==> src/rtl/crc_dma_feeder.sv <==
// crc_dma_feeder
//  Bus-mastering feeder upstream of the CRC32 peripheral. Software programs a
//  source address (SRC) and a word count (LEN), then writes START. Each word is
//  read from memory on a valid/ready master port and written into the CRC DATA
//  register through the CRC slave port. DONE (and irq when IRQ_EN is set) is
//  raised when the last word has been accepted by the CRC.
// Ports
//  clk, reset            system clock, synchronous active-high reset
//  select/wstrb/addr/    CPU slave port: 0x0 CTRL, 0x4 SRC, 0x8 LEN, 0xC REMAIN;
//  data_i/ready/data_o   ready and read data are registered (one cycle after select)
//  mem_*                 memory read master, one outstanding request
//  crc_*                 CRC slave master, one-cycle crc_select per pushed word
//  irq                   level, DONE & IRQ_EN
module crc_dma_feeder #(
  parameter int unsigned LEN_W         = 16,
  parameter logic [3:0]  CRC_DATA_ADDR = 4'h8
) (
  input  logic        clk,
  input  logic        reset,
  input  logic        select,
  input  logic [3:0]  wstrb,
  input  logic [3:0]  addr,
  input  logic [31:0] data_i,
  output logic        ready,
  output logic [31:0] data_o,
  output logic        mem_valid,
  input  logic        mem_ready,
  output logic [31:0] mem_addr,
  input  logic [31:0] mem_rdata,
  output logic        crc_select,
  output logic [3:0]  crc_wstrb,
  output logic [3:0]  crc_addr,
  output logic [31:0] crc_data,
  input  logic        crc_ready,
  output logic        irq
);

  typedef enum logic [1:0] {S_IDLE, S_FETCH, S_PUSH, S_WAIT_CRC} state_t;

  state_t             state_q, state_d;
  logic [31:0]        src_q, src_d;
  logic [LEN_W-1:0]   len_q, len_d;
  logic [LEN_W-1:0]   remain_q, remain_d;
  logic [31:0]        ptr_q, ptr_d;
  logic [31:0]        crc_data_q, crc_data_d;
  logic [31:0]        data_o_q, data_o_d;
  logic               ready_q, ready_d;
  logic               irq_en_q, irq_en_d;
  logic               done_q, done_d;
  logic               abort_q, abort_d;

  logic wr, rd, ctrl_wr, start, abort, busy;

  always_comb begin
    state_d    = state_q;
    src_d      = src_q;
    len_d      = len_q;
    remain_d   = remain_q;
    ptr_d      = ptr_q;
    crc_data_d = crc_data_q;
    irq_en_d   = irq_en_q;
    done_d     = done_q;
    abort_d    = abort_q;
    data_o_d   = '0;

    wr      = select && (wstrb != 4'h0);
    rd      = select && (wstrb == 4'h0);
    ctrl_wr = wr && (addr == 4'h0);
    start   = ctrl_wr && data_i[0];
    abort   = ctrl_wr && data_i[1];
    busy    = (state_q != S_IDLE);
    ready_d = select;

    if (rd) begin
      case (addr)
        4'h0:    data_o_d = {29'd0, irq_en_q, done_q, busy};
        4'h4:    data_o_d = {src_q[31:2], 2'b00};
        4'h8:    data_o_d = 32'(len_q);
        4'hC:    data_o_d = 32'(remain_q);
        default: data_o_d = '0;
      endcase
    end

    // DONE_CLR is applied first so that a START in the same write overrides it.
    if (ctrl_wr) begin
      irq_en_d = data_i[2];
      if (data_i[3]) done_d = 1'b0;
    end

    if (wr && !busy) begin
      if (addr == 4'h4) src_d = {data_i[31:2], 2'b00};
      if (addr == 4'h8) len_d = data_i[LEN_W-1:0];
    end

    case (state_q)
      S_IDLE: begin
        abort_d = 1'b0;
        if (start) begin
          ptr_d    = src_q;
          remain_d = len_q;
          if (len_q == '0) begin
            done_d = 1'b1;
          end else begin
            done_d  = 1'b0;
            state_d = S_FETCH;
          end
        end
      end
      S_FETCH: begin
        if (abort) begin
          state_d = S_IDLE;
        end else if (mem_ready) begin
          crc_data_d = mem_rdata;
          state_d    = S_PUSH;
        end
      end
      S_PUSH: begin
        // The strobe of this cycle is already on the bus; abort only stops
        // the handshake tracking that would follow it.
        state_d = abort ? S_IDLE : S_WAIT_CRC;
      end
      S_WAIT_CRC: begin
        // An abort arriving here is remembered until the CRC acknowledges.
        if (abort) abort_d = 1'b1;
        if (crc_ready) begin
          ptr_d    = ptr_q + 32'd4;
          remain_d = remain_q - LEN_W'(1);
          if (remain_q == LEN_W'(1)) begin
            done_d  = 1'b1;
            state_d = S_IDLE;
          end else if (abort || abort_q) begin
            state_d = S_IDLE;
          end else begin
            state_d = S_FETCH;
          end
        end
      end
      default: state_d = S_IDLE;
    endcase
  end

  always_ff @(posedge clk) begin
    if (reset) begin
      state_q    <= S_IDLE;
      src_q      <= '0;
      len_q      <= '0;
      remain_q   <= '0;
      ptr_q      <= '0;
      crc_data_q <= '0;
      data_o_q   <= '0;
      ready_q    <= 1'b0;
      irq_en_q   <= 1'b0;
      done_q     <= 1'b0;
      abort_q    <= 1'b0;
    end else begin
      state_q    <= state_d;
      src_q      <= src_d;
      len_q      <= len_d;
      remain_q   <= remain_d;
      ptr_q      <= ptr_d;
      crc_data_q <= crc_data_d;
      data_o_q   <= data_o_d;
      ready_q    <= ready_d;
      irq_en_q   <= irq_en_d;
      done_q     <= done_d;
      abort_q    <= abort_d;
    end
  end

  assign ready      = ready_q;
  assign data_o     = data_o_q;
  assign mem_valid  = (state_q == S_FETCH);
  assign mem_addr   = {ptr_q[31:2], 2'b00};
  assign crc_select = (state_q == S_PUSH);
  assign crc_wstrb  = crc_select ? 4'hF : 4'h0;
  assign crc_addr   = CRC_DATA_ADDR;
  assign crc_data   = crc_data_q;
  assign irq        = done_q & irq_en_q;

endmodule

==> config.mk <==
export PLATFORM = sky130hd
export DESIGN_NAME = crc_dma_feeder
export DESIGN_NICKNAME = d
export VERILOG_FILES = /design/src/rtl/crc_dma_feeder.sv
export SDC_FILE = /design/constraint.sdc
export NUM_CORES = 1
export LEC_CHECK = 0
export ABC_AREA = 1
export CORE_UTILIZATION = 50
export CTS_CLUSTER_SIZE = 28
export DETAILED_ROUTE_END_ITERATION = 16
export PLACE_DENSITY = 0.8
export SLEW_MARGIN = 25
export SYNTH_ARGS = -nofsm -noshare
export SYNTH_HDL_FRONTEND = slang
export SYNTH_SLANG_ARGS = --single-unit
==> constraint.sdc <==
create_clock -name clk -period 1.9 [get_ports clk]
set_input_delay 0.19 -clock clk [delete_from_list [all_inputs] [get_ports clk]]
set_output_delay 0.19 -clock clk [all_outputs]
set_load 0.01 [all_outputs]
# Word-level counts from Yosys, hierarchy flattened
# Index checks and enable logic that the tools add are counted.
# Widths: inputs -> output; s select.
totals:
  regBits: 164
op_classes:
  n_addsub: 2
  muxes: 26
  bitwise_logic: 3
  n_reduce_logical: 22
  eq_ne: 12
op_table:
  columns: ["cell", "n"]
  rows:
  - ["$pmux 32 s4", 1]
  - ["$mux 32", 2]
  - ["$pmux 32 s2", 1]
  - ["$add 32x3->32 const B", 1]
  - ["$mux 16", 2]
  - ["$pmux 16 s2", 1]
  - ["$eq 16x1->1 const B", 1]
  - ["$logic_not 16->1", 1]
  - ["$sub 16x1->16 const B", 1]
  - ["$mux 2", 6]
  - ["$mux 1", 9]
  - ["$eq 4x4->1 const B", 2]
  - ["$logic_not 4->1", 2]
  - ["$ne 2x2->1 const B", 4]
  - ["$pmux 2 s4", 1]
  - ["$logic_and 1x1->1", 6]
  - ["$reduce_and 2->1", 3]
  - ["$reduce_and 3->1", 2]
  - ["$eq 2x2->1 const B", 2]
  - ["$eq 4x3->1 const B", 1]
  - ["$mux 4", 1]
  - ["$pmux 1 s2", 2]
  - ["$reduce_and 4->1", 1]
  - ["$reduce_bool 2->1", 2]
  - ["other kinds (9)", 10]

# Logic depth before layout (Yosys ltp)
depth:
  depth_word: 9
  ltp_mapped: 11
  mapped_depth_nobuf: 11

# Least setup slack after synthesis
# OpenSTA, ideal clock, no wires.
synth_path:
  path_type: "reg2reg"
  from: "register state_q[0]"
  to: "register ptr_q[15]"
  path_stages_with_launch: 10
  path_slack_ps: 242
  setup_ps: 132
  synth_period_minus_slack_ps: 1658
  required_time_ps: 1768
  arrival_time_ps: 1526
  cell_sequence: "dfxtp_1 inv_1 ha_1 inv_1 a21oi_2 nand2_4 buf_6 buf_6 o21ai_0 a21oi_1"
synth_between:
  elab_chain_len: 3
  word_cells_on_any_way: 7
  cone_classes: "eq/ne (3); mux (1); reduce/logical (3)"
synth_lines:
  columns: ["item", "line_no", "text"]
  rows:
  - ["from (decl)", "40", "state_t state_q, state_d;"]
  - ["from (signal assigned)", "156", "state_q <= state_d;"]
  - ["$eq 2x2->1 or $logic_not 2->1 (tied branches)", "95", "case (state_q)"]
  - ["$ne 2x2->1 (no line) or $reduce_bool 2->1 (tied branches)", null, null]
  - ["$reduce_and 3->1 (no line)", null, null]
  - ["to (signal assigned)", "160", "ptr_q <= ptr_d;"]
  - ["to (decl)", "44", "logic [31:0] ptr_q, ptr_d;"]
# Parallel ways exist; a longest one is shown, timed or not.
# A chain may end at the register's enable or synchronous reset.

# Worst setup path after layout
layout_path:
  from: "register state_q[1]"
  to: "output mem_valid"
layout_between:
  elab_chain_len: 1
layout_lines:
  columns: ["item", "line_no", "text"]
  rows:
  - ["$eq 2x1->1", "172", "assign mem_valid = (state_q == S_FETCH);"]
  - ["to (decl)", "26", "output logic mem_valid,"]
# Every way passes these cells.

==> summary.md <==
| Metric | Value |
|---|---|
| P_sw | `approximately 2.7 mW` |
| Commonest non-fill, non-tap cell in the layout | `nor2_1` |
| Nets | `between 1,000 and 1,500` |
| Slew Viols, Final | `0` |
| Hold buffer count at CTS | `0` |
| Ant. Diodes | `0` |
| Status | `completed` |
| Number of global-route vias before repair | `between 7,000 and 8,000` |
| Setup bufs post-CTS | `0` |
| Sequential power share | `0.402` |
| Number of synthesized flops with an enable pin | `0` |
| Post-Syn Instances | `about 1,200` |
| Final setup violating endpoints | `0` |
| Setup TNS Final | `0 ns` |
| Crit share post-route | `0.974` |
| Clk Latency, worst-skew pair | `0.43 ns` |
| Clock skew | `just over 0.007 ns` |
| Syn-to-layout area delta | `35.6%` |
| CTS tree | `yes` |
| Max Cap Violations | `0` |
| Final WL | `~23,000 um` |
| Largest net degree at the start of global routing | `between 80 and 90` |
| DRT antenna net count | `0` |
| CP Class | `reg2out` |
| HP Start | `data_i[31]` |
| Rows | `between 40 and 50` |
| Final cell count without fillers | `~1,600` |
| Die Y | `around 130 um` |
| Synth Area per Inst | `approximately 6.6 um^2` |
| Pleak | `between 4 and 5 nW` |
| Via count | `between 8,000 and 9,000` |
| First-pass GRT wire length | `36,900 um` |
| Initial antenna violation count | `0` |
| I/O Pins | `185` |
| Count of cell types in the netlist | `a little over 40` |
| Residual DRC | `0` |
| DRT iter0 DRCs | `~600` |
| Tot GR Track Use | `0.288` |
| Commonest non-fill, non-tap cells in the layout | `nor2_1, nand2_1, clkdlybuf4s50_1` |
| WP data arrival | `between 1.5 and 2 ns` |
| DP Cell Count | `about 1,600` |
| Largest buffer count on any clock path | `2` |
| Worst Path Max Fanout | `4` |
| Clk pwr share | `0.387` |
| # fillers | `approximately 1,300` |
| DRT Pass-1 Iters | `5` |
| Total Power | `9.35 mW` |
| Port bufs | `between 150 and 200` |
| Via/cell ratio | `roughly 5.3` |
| Worst hold path class | `in2reg` |
| Detailed Place HPWL | `~17,000 um` |
| Sw Share | `0.284` |
| GPL Wtd Cong | `0.926` |
| Final hold violations | `0` |
| Post-cts gate resize count | `1` |
| Die X | `~130 um` |
| Starting Density | `0.515` |
| Share of cells above drive strength 1 | `0.0826` |
| Max Fclk | `approximately 0.54 GHz` |
| Ys Warns | `0` |
| Pint | `6.70 mW` |
| Die ar. | `0.0163 mm^2` |
| CTS Sinks | `roughly 160` |
| Design area | `~0.011 mm^2` |
| Pwr/cell area | `874 mW/mm^2` |
| Synth Flop Type | `dfxtp_1` |
| Synth Cell Area | `a little under 0.008 mm^2` |
| Routed wire per std cell | `between 10 and 15 um` |
| Yosys reg bits | `~160` |
| RSZ-0062 raised after global routing | `true` |
| R2R setup slack | `roughly 0.12 ns` |
| Worst Hold End | `src_q[31]` |
| Core Box Area | `0.0153 mm^2` |
| RR Startpoint | `state_q[0]` |
| Grt ovf | `0` |
| Sequential area share after synthesis | `0.411` |
| Ys async rst share | `0` |
| H-tree levels | `4` |
| RR Endpoint | `ptr_q[28]` |
| Placed cell area | `around 0.010 mm^2` |
| Setup crit start kind | `register` |
| Crit end category | `output port` |
| Hold Crit Depth | `3` |
| Final min period | `roughly 1.8 ns` |
| Peak VDD IR | `800 uV` |
| Num CTS Buffers | `17` |
| Clk slew on worst S/H paths | `0.06 ns` |
| Worst-case reg-to-reg path depth | `9` |
| Gate power share | `0.211` |
| Root Buffer | `clkbuf_16` |
| Crit path required time | `around 1.7 ns` |
==> power by group through the flow <==
stage	Sequential (mW)	Combinational (mW)	Clock [mW]
after floorplan	3.83	1.11	0
after global placement	3.82	1.91	0
after detailed placement	3.82	1.94	0
after CTS	3.75	1.95	3.66
after global routing	3.78	2.20	3.80
final	3.76	1.98	3.62
==> area by class of cell <==
type | count | area [um^2] | share of cell area
multi-input combinational | 831 | 3850 | 0.360
clock inverter | 8 | 153 | 0.0143
tap | 211 | 264 | 0.0247
sequential | 162 | 3240 | 0.303
clock buffer | 22 | 464 | 0.0434
timing repair buffer | 222 | 2210 | 0.207
inverter | 135 | 507 | 0.0474
==> logic make-up after synthesis <==
| family | Yosys count | synth area share |
|---|---|---|
| compound gates | 235 | 0.162 |
| xor+xnor | 1 | 0.00111 |
| fa+ha+maj | 7 | 0.0111 |
| buf+inv | 199 | 0.105 |
| flops | 162 | 0.411 |
| other cells | 2 | 0.000952 |
| simple gates | 582 | 0.309 |
==> sequential cells by signal, indices dropped and copies added (netlist names) <==
signal and flops:
irq_en_q 1, crc_data 32, ptr_q 30, data_o 32, ready 1, remain_q 16
len_q 16, src_q 30, abort_q 1, done_q 1, state_q 2
==> worst max-delay path, cell delays in order (launching register included) <==
cell and delay [ns]:
dfxtp_1 0.42, inv_1 0.09, ha_1 0.23, clkdlybuf4s50_1 0.49
==> cell usage after synthesis, types with 2 or more instances <==
cell type  instances  share of area
a21oi_1           68          0.043
a21oi_2            6         0.0067
buf_1              3         0.0014
buf_2             12         0.0076
buf_4             11          0.010
buf_6              3         0.0043
clkbuf_1          34          0.016
conb_1             2        0.00095
dfxtp_1          162           0.41
ha_1               7          0.011
inv_1            129          0.061
inv_2              6         0.0029
nand2_1          229           0.11
nand2_2            2         0.0016
nand2_4            2         0.0029
nand3_1           69          0.044
nand4_1            5         0.0040
nor2_1           236           0.11
nor2_2             9         0.0071
nor3_1            19          0.012
o21ai_0          135          0.086
o21bai_1           3         0.0029
o21bai_2           2         0.0029
o221ai_1          11          0.012
o22ai_1            5         0.0040
or2_2              3         0.0024
==> metal layers <==
layer,vias to the layer above,track usage,share of wire
li1,4135,-,-
met2,389,0.469,0.46
met3,43,0.0578,0.089
met4,0,0.114,0.021
met5,-,0,0
met1,3845,0.374,0.43
==> worst max path at each step <==
| stage | from | end | slack, ns | depth (start not counted) |
|---|---|---|---|---|
| final | state_q[1] | mem_valid | 0.05 | 3 |
| after global routing | state_q[0] | ptr_q[30] | -0.01 | 9 |
| after CTS | state_q[0] | crc_wstrb[2] | 0.03 | 3 |
| after detailed placement | addr[0] | crc_data[30] | 0.004 | 9 |
| after global placement | addr[0] | ptr_q[26] | 0.07 | 11 |
| after floorplan | state_q[0] | ptr_q[15] | 0.24 | 9 |
==> stage by stage <==
step	hold slack (ns)	utilization	setup WS, ns
after global placement	0.449	0.657	0.0744
after detailed placement	0.457	0.657	0.00436
after CTS	0.361	0.697	0.0308
after floorplan	0.325	-	0.242
after global routing	0.388	0.699	-0.0111
final	0.370	0.699	0.0503
Power figures use the tool's default switching activity.
